`src/rtl/div.sv`:
```
// Iterative radix-2 restoring divider, signed or unsigned.
// Result is {remainder, quotient}: the upper half loads HI, the lower half loads LO.
module div #(
  parameter int WIDTH = 32
) (
  input  logic               clk,
  input  logic               resetn,
  input  logic               start,
  input  logic               annul,
  input  logic               sign,
  input  logic [WIDTH-1:0]   a,
  input  logic [WIDTH-1:0]   b,
  output logic               busy,
  output logic               ready,
  output logic [2*WIDTH-1:0] result
);

  localparam int CW = $clog2(WIDTH + 1);
  localparam logic [CW-1:0] LAST = CW'(WIDTH - 1);

  typedef enum logic [1:0] {
    IDLE,
    DIV,
    DONE
  } state_t;

  state_t             state_q, state_d;
  logic               sa_q, sa_d;
  logic               sb_q, sb_d;
  logic [WIDTH-1:0]   bmag_q, bmag_d;
  logic [WIDTH-1:0]   rem_q, rem_d;
  logic [WIDTH-1:0]   quo_q, quo_d;
  logic [CW-1:0]      cnt_q, cnt_d;
  logic [2*WIDTH-1:0] res_q, res_d;

  logic               neg_a, neg_b;
  logic [WIDTH-1:0]   amag, bmag_in;
  logic [WIDTH:0]     rem_sh, diff;
  logic [WIDTH-1:0]   rem_n, quo_n;
  logic [WIDTH-1:0]   q_fix, r_fix;

  // One restoring step plus final sign fix-up of the step's outputs
  always_comb begin
    neg_a   = sign & a[WIDTH-1];
    neg_b   = sign & b[WIDTH-1];
    amag    = neg_a ? -a : a;
    bmag_in = neg_b ? -b : b;
    rem_sh  = {rem_q, quo_q[WIDTH-1]};
    diff    = rem_sh - {1'b0, bmag_q};
    rem_n   = diff[WIDTH] ? rem_sh[WIDTH-1:0] : diff[WIDTH-1:0];
    quo_n   = {quo_q[WIDTH-2:0], ~diff[WIDTH]};
    q_fix   = (sa_q ^ sb_q) ? -quo_n : quo_n;
    r_fix   = sa_q ? -rem_n : rem_n;
  end

  always_comb begin
    state_d = state_q;
    sa_d    = sa_q;
    sb_d    = sb_q;
    bmag_d  = bmag_q;
    rem_d   = rem_q;
    quo_d   = quo_q;
    cnt_d   = cnt_q;
    res_d   = res_q;
    unique case (state_q)
      IDLE: begin
        if (start && !annul) begin
          sa_d   = neg_a;
          sb_d   = neg_b;
          bmag_d = bmag_in;
          quo_d  = amag;
          rem_d  = '0;
          cnt_d  = '0;
          if (b == '0) begin
            state_d = DONE;
            res_d   = {a, {WIDTH{1'b1}}};
          end else begin
            state_d = DIV;
          end
        end
      end
      DIV: begin
        if (annul) begin
          state_d = IDLE;
        end else begin
          rem_d = rem_n;
          quo_d = quo_n;
          cnt_d = cnt_q + CW'(1);
          if (cnt_q == LAST) begin
            state_d = DONE;
            res_d   = {r_fix, q_fix};
          end
        end
      end
      DONE:    state_d = IDLE;
      default: state_d = IDLE;
    endcase
  end

  always_ff @(posedge clk or negedge resetn) begin
    if (!resetn) begin
      state_q <= IDLE;
      sa_q    <= 1'b0;
      sb_q    <= 1'b0;
      bmag_q  <= '0;
      rem_q   <= '0;
      quo_q   <= '0;
      cnt_q   <= '0;
      res_q   <= '0;
    end else begin
      state_q <= state_d;
      sa_q    <= sa_d;
      sb_q    <= sb_d;
      bmag_q  <= bmag_d;
      rem_q   <= rem_d;
      quo_q   <= quo_d;
      cnt_q   <= cnt_d;
      res_q   <= res_d;
    end
  end

  assign busy   = (state_q != IDLE);
  assign ready  = (state_q == DONE);
  assign result = res_q;

endmodule
```
`config.mk`:
```
export PLATFORM = sky130hd
export DESIGN_NAME = div
export DESIGN_NICKNAME = d
export VERILOG_FILES = /design/src/rtl/div.sv
export SDC_FILE = /design/constraint.sdc
export NUM_CORES = 1
export LEC_CHECK = 0
export BUFFER_PORTS_ARGS = -buffer_cell sky130_fd_sc_hd__buf_2
export CAP_MARGIN = 10
export CORE_MARGIN = 2
export CORE_UTILIZATION = 65
export CTS_CLUSTER_DIAMETER = 150
export DETAILED_ROUTE_END_ITERATION = 10
export PLACE_DENSITY_LB_ADDON = 0.3
export SYNTH_ARGS = -nofsm -noshare
export SYNTH_HDL_FRONTEND = slang
export SYNTH_SLANG_ARGS = --single-unit
```
`constraint.sdc`:
```
create_clock -name clk -period 7.1 [get_ports clk]
set_clock_uncertainty 0.15 [all_clocks]
set_input_delay 0.355 -clock clk [delete_from_list [all_inputs] [get_ports clk]]
set_output_delay 0.355 -clock clk [all_outputs]
set_load 0.1 [all_outputs]
```
======== Word-level counts from Yosys, hierarchy flattened ========
Cells that the tools add are included.
cells by class
  $add $sub $neg .......................... 6
  eq/ne operators ......................... 8
  muxes and demuxes ....................... 24
  bitwise logic cells ..................... 4
  reductions and logical operators ........ 10
operators with widths
  kind                                           count
  2-to-1 mux 32 bit                              9
  2-to-1 mux 64 bit                              4
  negation 32 bit                                4
  case mux 32 bit (2 select lines)               2
  case mux 64 bit (2 select lines)               1
  subtractor 33 x 32 -> 33 bit                   1
  logical NOT 32 bit                             1
  2-to-1 mux 6 bit                               2
  case mux 6 bit (2 select lines)                1
  2-to-1 mux 2 bit                               4
  != test 2 bit, second input constant           4
  adder 6 x 1 -> 6 bit, second input constant    1
  == test 6 x 5 -> 1 bit, second input constant  1
  AND reduction 5 bit                            1
  case mux 2 bit (2 select lines)                1
  AND reduction 2 bit                            2
  nonzero test 2 bit                             2
  != test 3 bit, second input constant           1
  AND reduction 3 bit                            1
  AND 1 bit                                      2
  == test 2 x 1 -> 1 bit, second input constant  1
  == test 2 bit, second input constant           1
  logical NOT 2 bit                              1
  logical AND 1 bit                              1
  3 further kinds                                3
storage, ports and cells
  bits in registers ....................... 170
  input bits .............................. 69
  output and inout bits ................... 66
  logic and storage cells ................. 60

======== Longest topological paths before layout ========
Gate-level depths: netlist (run 1).
  depth in word-level cells ............... 7
  depth in mapped cells ................... 23
  mapped depth without buffers ............ 19

======== Worst setup path after synthesis (run 1) ========
OpenSTA, ideal clock, no wires.
  path type ............................... flip-flop to flip-flop
  from .................................... reg rem_q[14]
  to ...................................... reg res_q[26] (netlist: result[26])
  library setup time ...................... 137 ps
  data arrival time ....................... 4,483 ps
  data required time ...................... 6,813 ps
  path slack .............................. 2,330 ps
  cell stages (with the launch flop) ...... 20
  path buffers ............................ 4
  period minus slack after synthesis ...... 4,770 ps
  cells stage by stage .................... dfrtp_1 -> ha_1 -> clkbuf_1 -> nand2_1 -> a2111oi_4 -> o21ai_2 -> a21boi_2 -> mux2i_2 -> nor2_8 -> inv_4 -> buf_6 -> buf_2 -> buf_1 -> ha_1 -> nand3_1 -> or4_1 -> o41ai_1 -> nand2_1 -> xnor2_1 -> a21oi_1
on the way
  longest elaborated chain between the ends .. 7
RTL lines
  what                              RTL line  text
  from (decl)                       31        logic [WIDTH-1:0] rem_q, rem_d;
  from (signal assigned)            115       rem_q <= rem_d;
  subtractor 33 x 32 -> 33 bit      49        diff = rem_sh - {1'b0, bmag_q};
  NOT 1 bit                         51        quo_n = {quo_q[WIDTH-2:0], ~diff[WIDTH]};
  negation 32 bit                   52        q_fix = (sa_q ^ sb_q) ? -quo_n : quo_n;
  2-to-1 mux 32 bit                 52
  2-to-1 mux 64 bit                 89        if (cnt_q == LAST) begin
  2-to-1 mux 64 bit                 83        if (annul) begin
  case mux 64 bit (2 select lines)  65        unique case (state_q)
  to (signal assigned)              118       res_q <= res_d;
  to (decl)                         34        logic [2*WIDTH-1:0] res_q, res_d;
No other way between the ends. The select of a mux whose other input is x is not followed.
A chain may end at the register's enable or synchronous reset.

======== Worst setup path in the final report (run 1) ========
  from .................................... reg rem_q[24]
  to ...................................... reg res_q[26] (netlist: result[26])
Same word-level chain as after synthesis.

==> metrics, run 1 <==
cell family contributing the most delay on the critical path=compound AO/OA/AOI/OAI gates; count of distinct cell types in the synthesized netlist=73; depth of the CTS H-tree=4; yosys synthesis warning count=0; leading cell type by number of instances after synthesis=sky130_fd_sc_hd__nand2_1; result of the run=completed; largest area contributor in the netlist=sky130_fd_sc_hd__dfrtp_1; worst path bufs/invs=1; pwr/cell area=472 nW/um2; Longest Clk Path Bufs=2; fraction of the cycle the final worst path needs=76.8%; Max-Slew Margin vs Limit=21.4%; worst reg2reg path startpoint=rem_q[24]; count of inserted antenna diode cells=0; placed wire-length estimate after detailed placement=24600 um; die width=140 um; area of the mapped netlist=12100 um2; Mapped Cells=1526; Critical Path AT=5.65 ns; largest incremental delay on the critical path=0.66 ns; remaining design rule violation count=0; most instantiated cells after synthesis=sky130_fd_sc_hd__nand2_1 (213), sky130_fd_sc_hd__o21ai_0 (177), sky130_fd_sc_hd__dfrtp_1 (170); fraction of synthesis flops using an asynchronous set or reset pin=100%; highest ir drop seen on vdd=0.330 mV; Total Wirelength=33700 um; CP Launch Type=flip-flop; root buffer cell=sky130_fd_sc_hd__clkbuf_16; logic depth of the worst register-to-register path=15; leakage power summed over all cells=5.97 nW; sequential fraction of the synthesis area=35.2%; worst r2r dst=result[26]; initial antenna violation count=0; number of clock buffers inserted by TritonCTS=17; first-pass GRT wire length=54900 um; Die Footprint=19700 um2; vias in the first global route=11000; Synth area leaders=sky130_fd_sc_hd__dfrtp_1 (35%), sky130_fd_sc_hd__o21ai_0 (7.3%), sky130_fd_sc_hd__nand2_1 (6.6%); mean number of vias per cell=6.33; RSZ-0062 raised after global routing=no; critical path cell sequence=ha_1 > a21oi_1 > o21a_1 > nand2_1 > a221oi_1 > o31a_1 > nor2_8 > inv_4 > ha_1 > nand3_1 > or4_1 > o41ai_1 > nand2_1 > xnor2_1 > a21oi_1; path class of the lowest-slack min-delay path=in -> reg; part of the total power dissipated in sequential elements=22.2%; startpoint of the most critical hold path=b[1]; kind of end point of the critical path=flip-flop; Fin Setup TNS=0 ns; hold path depth=3; fraction of the core area covered by cells at the end of the flow=74.3%; top-level port count=135; WL/cell=18.2 um; final global-route overflow total=0; Post-CTS Setup Inserts=0; switching power total=0.00326 W; mean instance size in the synthesized netlist=7.92 um2; leading register cell type out of synthesis=sky130_fd_sc_hd__dfrtp_1; post-route total power=0.00634 W; DIE HEIGHT=140 um; R2R setup slack=1.65 ns; Worst Path Class, Setup=reg -> reg; final number of max-transition violations=0; 1st-iter DRT viols=1232; TritonCTS clock tree=done; area grow syn2layout=11.1%; CTS clock-pin slew for the worst setup and hold paths=0.07 ns; count of flip-flops with a built-in enable after synthesis=0; internal power=0.00308 W; net count after synthesis=1633; Finish-stage setup viols=0; maximum fanout along the worst path=43; Port Buffer Count=134; Sw Ratio=51.5%; initial standard-cell utilization of the core=66.8%; share of total power in the clock network=15.2%; max-cap violation count=0; fraction of post-synthesis cell area in the top cell type by area=35.2%; worst skew pair latency=0.44 ns; Detailed Routing Iterations Pass 1=5; number of inserted filler cells in the final layout=1425; maximum clock rate=0.183 GHz; Worst path slowest cell=sky130_fd_sc_hd__o31a_1; hold violation count in the final report=0; number of nets in the layout=1715; Seq cells post-synth=170; clock sink count=170; Cell Rows=49; hold endpoint=bmag_q[1]; routed via count=11700; fraction of final layout cells sized beyond drive strength 1=12.5%; maximum number of pins on one net before global-route repair=104; transition at the pin with the smallest max-transition slack=1.17 ns; routability congestion estimate from global placement=0.992; DRT antenna net count=0; Critical Path RT=7.30 ns; core region area=18100 um2; Total Routing Usage GR=34.4%; proportion of power drawn by combinational gates=62.6%; post-layout minimum cycle time=5.45 ns
==> layer usage <==
layer | part of all wire, % | wire, um | vias to the layer above | global-route usage, %
met1 | 43 | 14600 | 5468 | 47.1
met2 | 46 | 15400 | 591 | 55.8
met3 | 8.5 | 2880 | 77 | 5.57
li1 | - | - | 5567 | -
met5 | 0 | 0 | - | 0
met4 | 2.5 | 837 | 0 | 12.1
==> power groups by stage <==
stage | logic, W | registers [W] | clock network, W
floorplan | 0.00287 | 0.00151 | 0
global placement | 0.00377 | 0.00139 | 0
detailed placement | 0.00384 | 0.00141 | 0
CTS | 0.00388 | 0.00139 | 0.000961
global route | 0.00433 | 0.00143 | 0.000997
finish | 0.00397 | 0.00141 | 0.000965
==> worst max path at each step <==
stage | startpoint | endpoint | slack (ns) | cells after the start
2_1_floorplan | rem_q[14] | result[26] | 2.33 | 19
3_3_place_gp | quo_q[31] | result[26] | 2.07 | 19
3_5_place_dp | quo_q[31] | result[26] | 1.83 | 19
4_1_cts | rem_q[24] | result[26] | 1.79 | 15
5_1_grt | rem_q[24] | result[26] | 1.28 | 15
6_report | rem_q[24] | result[26] | 1.65 | 15
==> registers in the layout, indices dropped and copies added, names as in the netlist <==
| signal | flops |
|---|---|
| result | 64 |
| rem_q | 32 |
| cnt_q | 6 |
| bmag_q | 32 |
| quo_q | 32 |
| sa_q | 1 |
| sb_q | 1 |
| state_q | 2 |
==> layout by cell type, fill, tap and decap left out, types with 11 or more instances in the layout <==
cell	netlist	layout
sky130_fd_sc_hd__nand3_1	12	12
sky130_fd_sc_hd__buf_2	6	133
sky130_fd_sc_hd__xor2_1	64	64
sky130_fd_sc_hd__o21ai_0	177	177
sky130_fd_sc_hd__nor4_1	17	17
sky130_fd_sc_hd__mux2i_1	25	25
sky130_fd_sc_hd__buf_4	0	11
sky130_fd_sc_hd__nor2_1	154	153
sky130_fd_sc_hd__dfrtp_1	170	170
sky130_fd_sc_hd__a31oi_1	36	36
sky130_fd_sc_hd__nand4_1	11	11
sky130_fd_sc_hd__o21a_1	12	12
sky130_fd_sc_hd__ha_1	37	37
sky130_fd_sc_hd__or3_1	14	14
sky130_fd_sc_hd__nand2_1	213	213
sky130_fd_sc_hd__inv_1	55	54
sky130_fd_sc_hd__xnor2_1	75	75
sky130_fd_sc_hd__o31ai_1	22	22
sky130_fd_sc_hd__a21oi_1	147	147
sky130_fd_sc_hd__nor3_1	33	33
sky130_fd_sc_hd__clkbuf_16	0	17
==> repair_timing <==
action / CTS / global route
setup endpoints to repair: 0 / 0
hold buffers: 2 / 0
hold endpoints to repair: 103 / 0
gates resized for setup: 0 / 0
==> stage by stage <==
step                      hold slack (ns)  cells  worst slack [ns]  cell area [um2]
after floorplan                   -0.0906   1526              2.33            12100
after global placement              0.300   1816              2.07            12800
after detailed placement            0.312   1816              1.83            12800
after CTS                          0.0559   1850              1.79            13400
after global routing               0.0628   1850              1.28            13400
final                              0.0612   1850              1.65            13400
==> tightest hold or removal path, delay by kind of cell <==
kind                   cells  cell delay [ns]
buffers and inverters      1             0.12
AND/OR/NAND/NOR            1             0.06
AO/OA/AOI/OAI              1             0.08
==> kinds of logic (layout without fill, tap and decap cells) <==
group           after synthesis  after routing  share of synthesized area (%)
mux                          31             31                           2.65
compound gates              494            494                           24.5
fa+ha+maj                    38             38                           4.00
flops                       170            170                           35.2
xor+xnor                    139            139                           10.1
simple gates                514            514                           19.1
buf+inv                     140            235                           4.51
==> layout make-up <==
| class | instances | area, um2 | share of cell area [%] |
|---|---|---|---|
| clock buffers | 19 | 443 | 3.30 |
| clock inverters | 13 | 155 | 1.16 |
| inverters | 56 | 213 | 1.58 |
| multi-input cells | 1216 | 7300 | 54.4 |
| flip-flops and latches | 170 | 4250 | 31.7 |
| well taps | 229 | 287 | 2.13 |
| repair buffers | 147 | 779 | 5.80 |
No activity file was read; power rests on OpenSTA's default activity.
==> run 2: changes to the inputs <==
--- a/config.mk
+++ b/config.mk
@@ -8,7 +8,7 @@
 export BUFFER_PORTS_ARGS = -buffer_cell sky130_fd_sc_hd__buf_2
 export CAP_MARGIN = 10
 export CORE_MARGIN = 2
-export CORE_UTILIZATION = 65
+export CORE_UTILIZATION = 60
 export CTS_CLUSTER_DIAMETER = 150
 export DETAILED_ROUTE_END_ITERATION = 10
 export PLACE_DENSITY_LB_ADDON = 0.3
==> constraint.sdc (replaced) <==
create_clock -name clk -period 5.55 [get_ports clk]
set_clock_uncertainty 0.15 [all_clocks]
set_input_delay 0.2775 -clock clk [delete_from_list [all_inputs] [get_ports clk]]
set_output_delay 0.2775 -clock clk [all_outputs]
set_load 0.1 [all_outputs]
==> metrics, run 2 (synthesis gave the netlist of run 1 again) <==
top-level port count=135; R2R setup slack=0.56 ns; number of clock buffers inserted by TritonCTS=17; max-cap violation count=0; Die Footprint=21300 um2; kind of end point of the critical path=flip-flop; startpoint of the most critical hold path=b[19]; routability congestion estimate from global placement=0.895; logic depth of the worst register-to-register path=18; CP Launch Type=flip-flop; pwr/cell area=591 nW/um2; worst path bufs/invs=3; commonest cells after routing, fill and taps aside=sky130_fd_sc_hd__nand2_1 (213), sky130_fd_sc_hd__o21ai_0 (177), sky130_fd_sc_hd__dfrtp_1 (170), sky130_fd_sc_hd__nor2_1 (153), sky130_fd_sc_hd__a21oi_1 (147); depth of the CTS H-tree=4; Critical Path AT=5.16 ns; worst reg2reg path startpoint=quo_q[31]; root buffer cell=sky130_fd_sc_hd__clkbuf_16; cell family contributing the most delay on the critical path=compound AO/OA/AOI/OAI gates; routed via count=11400; placed wire-length estimate after detailed placement=23900 um; logic depth of the worst path, buffers included=18; Finish-stage setup viols=0; DRT antenna net count=0; Total Routing Usage GR=30.7%; final number of max-transition violations=0; TritonCTS clock tree=done; Cell Rows=51; initial antenna violation count=0; final global-route overflow total=0; CTS clock-pin slew for the worst setup and hold paths=0.08 ns; path class of the lowest-slack min-delay path=in -> reg; clock sink count=170; worst r2r dst=result[26]; maximum clock rate=0.200 GHz; Port Buffer Count=134; post-layout minimum cycle time=4.99 ns; fraction of the core area covered by cells at the end of the flow=69.6%; mean number of vias per cell=6.01; endpoint of the most critical setup path=result[26]; pre-CTS setup slack=0.651 ns; Fin Setup TNS=0 ns; critical path cell sequence=inv_1 > ha_1 > inv_1 > fa_1 > a211oi_1 > o21ai_1 > o21ai_2 > a21boi_2 > mux2i_2 > nor2_8 > inv_4 > ha_1 > nand3_1 > or4_1 > o41ai_1 > nand2_1 > xnor2_1 > a21oi_1; highest ir drop seen on vdd=0.307 mV; DIE HEIGHT=146 um; leakage power summed over all cells=6.04 nW; Max-Slew Margin vs Limit=18.3%; first-pass GRT wire length=53700 um; area grow syn2layout=12.8%; timing startpoint of the critical path=quo_q[31]; transition at the pin with the smallest max-transition slack=1.22 ns; Critical Path RT=5.72 ns; max reg flops=64; die width=146 um; number of nets in the layout=1733; maximum fanout along the worst path=32; vias in the first global route=10700; count of inserted antenna diode cells=0; fraction of final layout cells sized beyond drive strength 1=12.7%; Worst Path Class, Setup=reg -> reg; worst skew pair latency=0.44 ns; Worst path slowest cell=sky130_fd_sc_hd__o41ai_1; Total Wirelength=32800 um; Longest Clk Path Bufs=2; largest incremental delay on the critical path=0.60 ns; remaining design rule violation count=0; WL/cell=17.2 um; Detailed Routing Iterations Pass 1=5; core region area=19600 um2; result of the run=completed; 1st-iter DRT viols=1034; fraction of the cycle the final worst path needs=89.9%; commonest non-fill, non-tap cell in the layout=sky130_fd_sc_hd__nand2_1; maximum number of pins on one net before global-route repair=112; initial standard-cell utilization of the core=61.7%; Final Hold Slack=0.00670 ns; hold violation count in the final report=0; RSZ-0062 raised after global routing=no; crit path setup slack, layout=0.559 ns
-- run 2: cell types whose count changed in the layout (fill, tap and decap cells not counted), sizes merged --
cell,delta
clkinv,+3
bufinv,-2
buf,+5
clkbuf,-2
inv,+1
dlygate4sd3,+13
-- run 2: layout make-up --
type                    instances  area, um2
multi-input cells            1216       7300
clock inverters                15        158
inverters                      56        213
flip-flops and latches        170       4250
clock buffers                  17        425
repair buffers                165        947
well taps                     265        332
fillers                      1631       5960
-- run 2: metrics by stage --
step / cells / instance area, um2 / power [W]
after global routing: 1904 / 13600 / 0.00864
after floorplan: 1526 / 12100 / 0.00559
after global placement: 1857 / 12900 / 0.00670
after detailed placement: 1857 / 12900 / 0.00675
final: 1904 / 13600 / 0.00805
after CTS: 1904 / 13600 / 0.00797
-- run 2: worst min-delay path, stage by stage --
cell and delay [ns]:
sky130_fd_sc_hd__buf_2 0.11, sky130_fd_sc_hd__xnor2_1 0.11, sky130_fd_sc_hd__o21ai_0 0.06
-- run 2: repair_timing --
item | 4_1_cts | 5_1_grt
endpoints found under the hold margin | 123 | 0
hold buffers | 15 | 0
resized for setup | 0 | 0
setup endpoints to repair | 0 | 0
buffers inserted | 0 | 0
-- run 2: worst min-delay path by stage --
stage	slack [ns]	end	depth (start not counted)
2_1_floorplan	-0.17	bmag_q[0]	0
3_3_place_gp	0.30	result[21]	2
3_5_place_dp	0.30	result[21]	2
4_1_cts	0.002	bmag_q[19]	3
5_1_grt	0.02	bmag_q[8]	3
6_report	0.007	bmag_q[19]	3
-- run 2: power breakdown --
group	switching, W	total, W	leakage [nW]	internal (W)
Clock	0.000579	0.00118	0.281	0.000601
Sequential	0.000311	0.00179	2.19	0.00148
Combinational	0.00327	0.00508	3.57	0.00181
Total	0.00416	0.00805	6.04	0.00389
-- run 2: per-layer routing --
metal | part of all wire, % | vias up | track usage (%)
li1 | - | 5608 | -
met1 | 45 | 5322 | 42.3
met2 | 46 | 462 | 50.4
met3 | 6.9 | 56 | 4.64
met4 | 2.1 | 0 | 8.82
met5 | 0 | - | 0
